### config.mk
export PLATFORM = sky130hd
export DESIGN_NAME = uart_word_tx_flat
export DESIGN_NICKNAME = d
export VERILOG_FILES = /design/src/rtl/uart_word_tx_if.sv /design/src/rtl/uart_word_tx.sv /design/src/flat_wrapper.sv
export SDC_FILE = /design/constraint.sdc
export NUM_CORES = 1
export LEC_CHECK = 0
export CAP_MARGIN = 20
export CORE_UTILIZATION = 60
export DETAILED_ROUTE_END_ITERATION = 16
export PLACE_DENSITY = 0.8
export SYNTH_ARGS = -nofsm -noshare
export SYNTH_HDL_FRONTEND = slang
export SYNTH_SLANG_ARGS = --single-unit
### constraint.sdc
create_clock -name clk -period 6.6 [get_ports clk]
set_clock_uncertainty 0.05 [all_clocks]
set_input_delay 1.32 -clock clk [delete_from_list [all_inputs] [get_ports clk]]
set_output_delay 1.32 -clock clk [all_outputs]
set_load 0.01 [all_outputs]
### src/rtl/uart_word_tx_if.sv
// Store-path bus of the word UART: CPU write strobe and data, overflow clear, FIFO status.
// wr_en is a single-cycle strobe with no back-pressure: the word is taken on that edge when full=0, dropped (setting ovf) otherwise.
interface uart_word_tx_if #(
  parameter int FIFO_DEPTH = 4
) ();
  logic                          wr_en;
  logic [31:0]                   wr_data;
  logic                          clr_ovf;
  logic                          full;
  logic                          ovf;
  logic                          busy;
  logic [$clog2(FIFO_DEPTH):0]   fifo_cnt;

  modport master (
    output wr_en, wr_data, clr_ovf,
    input  full, ovf, busy, fifo_cnt
  );

  modport slave (
    input  wr_en, wr_data, clr_ovf,
    output full, ovf, busy, fifo_cnt
  );
endinterface

### src/rtl/uart_word_tx.sv
// 8N1 UART transmitter for 32-bit words: a small word FIFO feeds a START/DATA/STOP framer that
// sends each word as four bytes, least significant byte first.
module uart_word_tx #(
  parameter int BAUD_DIV   = 868,
  parameter int FIFO_DEPTH = 4
) (
  input  logic            clk,
  input  logic            rstn,
  uart_word_tx_if.slave   bus,
  output logic            tx,
  output logic [1:0]      state_dbg
);
  localparam int PW = $clog2(FIFO_DEPTH);
  localparam int CW = PW + 1;
  localparam int BW = $clog2(BAUD_DIV);
  localparam logic [BW-1:0] BAUD_LAST = BW'(BAUD_DIV - 1);
  localparam logic [CW-1:0] CNT_FULL  = CW'(FIFO_DEPTH);

  typedef enum logic [1:0] {
    IDLE  = 2'd0,
    START = 2'd1,
    DATA  = 2'd2,
    STOP  = 2'd3
  } state_t;

  state_t          state_q, state_d;
  logic [BW-1:0]   baud_q, baud_d;
  logic [2:0]      bit_q, bit_d, bit_nx;
  logic [1:0]      byte_q, byte_d;
  logic [31:0]     word_q;
  logic            tx_q, tx_d;
  logic [31:0]     mem [FIFO_DEPTH];
  logic [PW-1:0]   wr_ptr_q, rd_ptr_q;
  logic [CW-1:0]   cnt_q;
  logic            ovf_q, busy_q;
  logic            full, push, drop, pop, baud_done;

  // full comes from the registered count, so a same-cycle pop never frees room for a write.
  assign full      = (cnt_q == CNT_FULL);
  assign push      = bus.wr_en & ~full;
  assign drop      = bus.wr_en & full;
  assign baud_done = (baud_q == BAUD_LAST);
  assign bit_nx    = bit_q + 3'd1;

  always_ff @(posedge clk) begin
    if (push) mem[wr_ptr_q] <= bus.wr_data;
  end

  always_comb begin
    state_d = state_q;
    baud_d  = baud_q + BW'(1);
    bit_d   = bit_q;
    byte_d  = byte_q;
    tx_d    = tx_q;
    pop     = 1'b0;
    case (state_q)
      IDLE: begin
        baud_d = '0;
        tx_d   = 1'b1;
        if (cnt_q != '0) begin
          pop     = 1'b1;
          state_d = START;
          byte_d  = 2'd0;
          tx_d    = 1'b0;
        end
      end
      START: begin
        if (baud_done) begin
          baud_d  = '0;
          state_d = DATA;
          bit_d   = 3'd0;
          tx_d    = word_q[{byte_q, 3'd0}];
        end
      end
      DATA: begin
        if (baud_done) begin
          baud_d = '0;
          if (bit_q == 3'd7) begin
            state_d = STOP;
            tx_d    = 1'b1;
          end else begin
            bit_d = bit_nx;
            tx_d  = word_q[{byte_q, bit_nx}];
          end
        end
      end
      STOP: begin
        if (baud_done) begin
          baud_d = '0;
          if (byte_q != 2'd3) begin
            byte_d  = byte_q + 2'd1;
            state_d = START;
            tx_d    = 1'b0;
          end else if (cnt_q != '0) begin
            // Next word starts straight after this stop bit, no idle gap.
            pop     = 1'b1;
            byte_d  = 2'd0;
            state_d = START;
            tx_d    = 1'b0;
          end else begin
            state_d = IDLE;
            tx_d    = 1'b1;
          end
        end
      end
      default: state_d = IDLE;
    endcase
  end

  always_ff @(posedge clk or negedge rstn) begin
    if (!rstn) begin
      state_q  <= IDLE;
      baud_q   <= '0;
      bit_q    <= '0;
      byte_q   <= '0;
      word_q   <= '0;
      tx_q     <= 1'b1;
      wr_ptr_q <= '0;
      rd_ptr_q <= '0;
      cnt_q    <= '0;
      ovf_q    <= 1'b0;
      busy_q   <= 1'b0;
    end else begin
      state_q <= state_d;
      baud_q  <= baud_d;
      bit_q   <= bit_d;
      byte_q  <= byte_d;
      tx_q    <= tx_d;
      if (pop)  word_q   <= mem[rd_ptr_q];
      if (push) wr_ptr_q <= wr_ptr_q + PW'(1);
      if (pop)  rd_ptr_q <= rd_ptr_q + PW'(1);
      if (push && !pop)      cnt_q <= cnt_q + CW'(1);
      else if (pop && !push) cnt_q <= cnt_q - CW'(1);
      if (drop)             ovf_q <= 1'b1;
      else if (bus.clr_ovf) ovf_q <= 1'b0;
      busy_q <= (state_q != IDLE) | (cnt_q != '0);
    end
  end

  assign bus.full     = full;
  assign bus.ovf      = ovf_q;
  assign bus.busy     = busy_q;
  assign bus.fifo_cnt = cnt_q;
  assign tx           = tx_q;
  assign state_dbg    = state_q;
endmodule

### src/flat_wrapper.sv
// flat-port wrapper written by rule: the top's interface ports become plain ports
module uart_word_tx_flat 
#(
  parameter int BAUD_DIV   = 868,
  parameter int FIFO_DEPTH = 4
)
  (clk, rstn, tx, state_dbg, bus_wr_en, bus_wr_data, bus_clr_ovf, bus_full, bus_ovf, bus_busy, bus_fifo_cnt);
  uart_word_tx_if #(.FIFO_DEPTH(FIFO_DEPTH)) bus_i ();
  input  logic clk;
  input  logic rstn;
  output logic tx;
  output logic [1:0] state_dbg;
  input wire logic [$bits(bus_i.wr_en)-1:0] bus_wr_en;
  input wire logic [$bits(bus_i.wr_data)-1:0] bus_wr_data;
  input wire logic [$bits(bus_i.clr_ovf)-1:0] bus_clr_ovf;
  output wire logic [$bits(bus_i.full)-1:0] bus_full;
  output wire logic [$bits(bus_i.ovf)-1:0] bus_ovf;
  output wire logic [$bits(bus_i.busy)-1:0] bus_busy;
  output wire logic [$bits(bus_i.fifo_cnt)-1:0] bus_fifo_cnt;
  assign bus_i.wr_en = bus_wr_en;
  assign bus_i.wr_data = bus_wr_data;
  assign bus_i.clr_ovf = bus_clr_ovf;
  assign bus_full = bus_i.full;
  assign bus_ovf = bus_i.ovf;
  assign bus_busy = bus_i.busy;
  assign bus_fifo_cnt = bus_i.fifo_cnt;
  uart_word_tx #(.BAUD_DIV(BAUD_DIV), .FIFO_DEPTH(FIFO_DEPTH)) u_core (.clk(clk), .rstn(rstn), .bus(bus_i), .tx(tx), .state_dbg(state_dbg));
endmodule
==> flow_summary.toml <==
[power]
intPower_w = 0.00273
switching_power_w = 0.00109
power_frac_comb_pct = 27.5
power_switching_share_pct = 28.5
peakVddDrop_mv = 0.371
p_seq_share_pct = 46.7
cellLeakagePower_nw = 3.16
p_per_area_mw_per_mm2 = 435
total_power_w = 0.00382
clock_power_share_pct = 25.8

[timing]
slew_headroom_pct = 44.5
tightest_slew_ps = 833
setup_tns_ps = 0
final-setup-viol-count = 0
period_share_pct = 48.5
fin_ws_ps = 3400
drv_slew = 0
fmax_mhz = 312
fin_crit_ps = 3200
hold_viol = 0
rsz0062_at_grt = "false"

[final_layout]
nFillCells = 771
stdcell_count = 642
diodes = 0
num-nets-final = 512
multi_input_area_mm2 = 0.00213
area_growth_pct = 15.2
layout-drive-gt1-share_pct = 24.1
design_area_mm2 = 0.00878
regArea_mm2 = 0.00532

[critical_path]
cp_cell_sequence = "nor3b_1 -> clkdlybuf4s50_1"
slowest_delay_ps = 610
worstPathRequired_ps = 5230
r2r-start = "u_core.bus.fifo_cnt[0]"
crit_arrival_ps = 1830
cp_num_buf_inv = 1
critPathCaptureType = "output port"
cpLargestDelayFamily = "buffers and inverters"
cp-start-kind = "register"
path_class = "register to output port"
path_max_fanout = 5
worst_path_max_delay_cell = "clkdlybuf4s50_1"
r2r_slack_ps = 3670
r2r.worst_path.cells = 9
r2r-end = "u_core.bus.fifo_cnt[2]"

[logic_synthesis]
yosysSeqAreaShare_pct = 69.8
synth_top_area_share_pct = 50.4
synth-xor-area-share_pct = 1.61
async_flop_share_pct = 31.6
synth_top_family_by_area = "multiplexers"
yosysTopAreaCell = "edfxtp_1"
synth_edf_count = 128
synthFlopType = "edfxtp_1"
synth_nets = 461
netlist_instances = 410
synthMuxAreaShare_pct = 17.8
synthAdderAreaFrac_pct = 2.56
ys_types = 45
synth-simple-area-share_pct = 3.99
yosysWarnings = 0
synth-compound-area-share_pct = 2.05
netlist_top_cells_area = "edfxtp_1, dfrtp_1, mux4_2"
synthTopCellsByCount = "edfxtp_1, dfrtp_1, mux4_2"
ys_seq_elements = 187
synth_area_per_cell_um2 = 18.6
synth.most_common_cell = "edfxtp_1"
synth_area_mm2 = 0.00762

[detailed_routing]
drtPass1Iterations = 4
wl_per_cell_um = 19.9
viasPerCell = 5.94
route.detailed.drc = 0
antenna_left = 0
routed_wl_mm = 12.8
detail_route.iter0.violations = 229
vias = 3813

[clocking]
cts.sinks = 187
ctsHtreeMaxLevel = 4
ctsHoldBuffers = 0
root_buffer = "clkbuf_16"
post_cts_resized = 0
cts_tree = "yes"
clkLatencyLatePin_ps = 430
cts.clk_slew.worst_paths_ps = 60
numCtsBuffers = 17
clk_path_buf_depth = 2
post-cts-setup-buffers = 0

[place]
dpl.cell_count = 610
dp_hpwl_mm = 7.54
port_buffers = 44
post_dp_cell_area_mm2 = 0.00821
pre_cts_slack_ps = 3090
place_congestion = 0.835

[worst_hold_path]
holdCritPathClass = "register to register"
worst_hold_path.endpoint = "u_core.baud_q[0]"
worstHoldStart = "u_core.baud_q[0]"
hold_depth = 1

[outcome]
status = "finished clean"

[die]
io_pins = 45
die_w_um = 115
start_util_pct = 62.4
core_area_mm2 = 0.0122
die_h_um = 115
row_count = 40
die_area_mm2 = 0.0132

[global_route]
track_usage_pct = 22.1
overflow = 0
grt_max_degree = 60
antenna_found_initial = 0
grt_pass1_vias = 3936
grt_pass1_wl_mm = 20.7

[run]
drv_cap = 0
[worst max path at each step]
stage | end | startpoint | cells after the start | slack [ps]
2_1_floorplan | u_core.mem[0][0] | bus_wr_en | 3 | 3680
3_3_place_gp | u_core.bus.fifo_cnt[2] | bus_wr_en | 8 | 3210
3_5_place_dp | u_core.bus.fifo_cnt[2] | bus_wr_en | 8 | 3090
4_1_cts | bus_full | u_core.bus.fifo_cnt[0] | 2 | 3350
5_1_grt | bus_full | u_core.bus.fifo_cnt[0] | 2 | 3260
6_report | bus_full | u_core.bus.fifo_cnt[0] | 2 | 3400
[metrics by stage]
| stage | hold WS (ps) | util [%] |
|---|---|---|
| 2_1_floorplan | 405 | - |
| 3_5_place_dp | 425 | 67.2 |
| 3_3_place_gp | 417 | 67.2 |
| 5_1_grt | 470 | 71.9 |
| 4_1_cts | 434 | 71.9 |
| 6_report | 430 | 71.9 |
[power groups by stage]
stage | clock network (W) | logic [W] | registers (W)
final | 0.000985 | 0.00105 | 0.00178
after global routing | 0.00105 | 0.00115 | 0.00182
after floorplan | 0 | 0.000845 | 0.00171
after CTS | 0.00101 | 0.00107 | 0.00179
after global placement | 0 | 0.00103 | 0.00178
after detailed placement | 0 | 0.00106 | 0.00180
[layout by cell type (no fill, tap or decap), types with 6 or more instances in the layout]
master	netlist	routed
edfxtp_1	128	128
dfrtp_1	58	56
clkbuf_16	0	17
clkdlybuf4s50_1	0	43
o21ai_0	7	7
and2_1	6	6
mux4_2	39	39
nand2_1	11	11
buf_4	0	7
xor2_1	7	7
ha_1	14	14
inv_1	13	13
mux2_2	35	35
xnor2_1	7	7
nor2_1	18	18
[area by class of cell]
cell class / instances / area share, %
clock buffer: 19 / 4.93
clock inverter: 13 / 1.60
inverter: 13 / 0.556
multi-input combinational: 191 / 24.3
sequential: 187 / 60.6
tap: 168 / 2.39
timing repair buffer: 51 / 5.56
[metal layers]
metal | up-vias | global-route usage [%] | wire, um
met5 | - | 0 | 0
li1 | 1709 | - | -
met4 | 0 | 8.48 | 171
met1 | 1978 | 27.1 | 5360
met2 | 111 | 37.1 | 6660
met3 | 15 | 6.99 | 573
[flip-flops by register name, indices dropped and copies added, names as in the netlist]
name	cells
u_core.mem	128
u_core.word_q	32
u_core.baud_q	10
u_core.bit_q	3
u_core.bus.fifo_cnt	3
u_core.byte_q	2
u_core.rd_ptr_q	2
u_core.state_dbg	2
u_core.wr_ptr_q	2
u_core.bus.busy	1
u_core.bus.ovf	1
u_core.tx	1
[logic make-up after synthesis]
family          count (synthesis)
fa+ha+maj                      15
flops                         187
xor+xnor                       14
buf+inv                        32
compound gates                 24
simple gates                   59
mux                            79
Note: power is estimated with default switching activity, not from simulation.
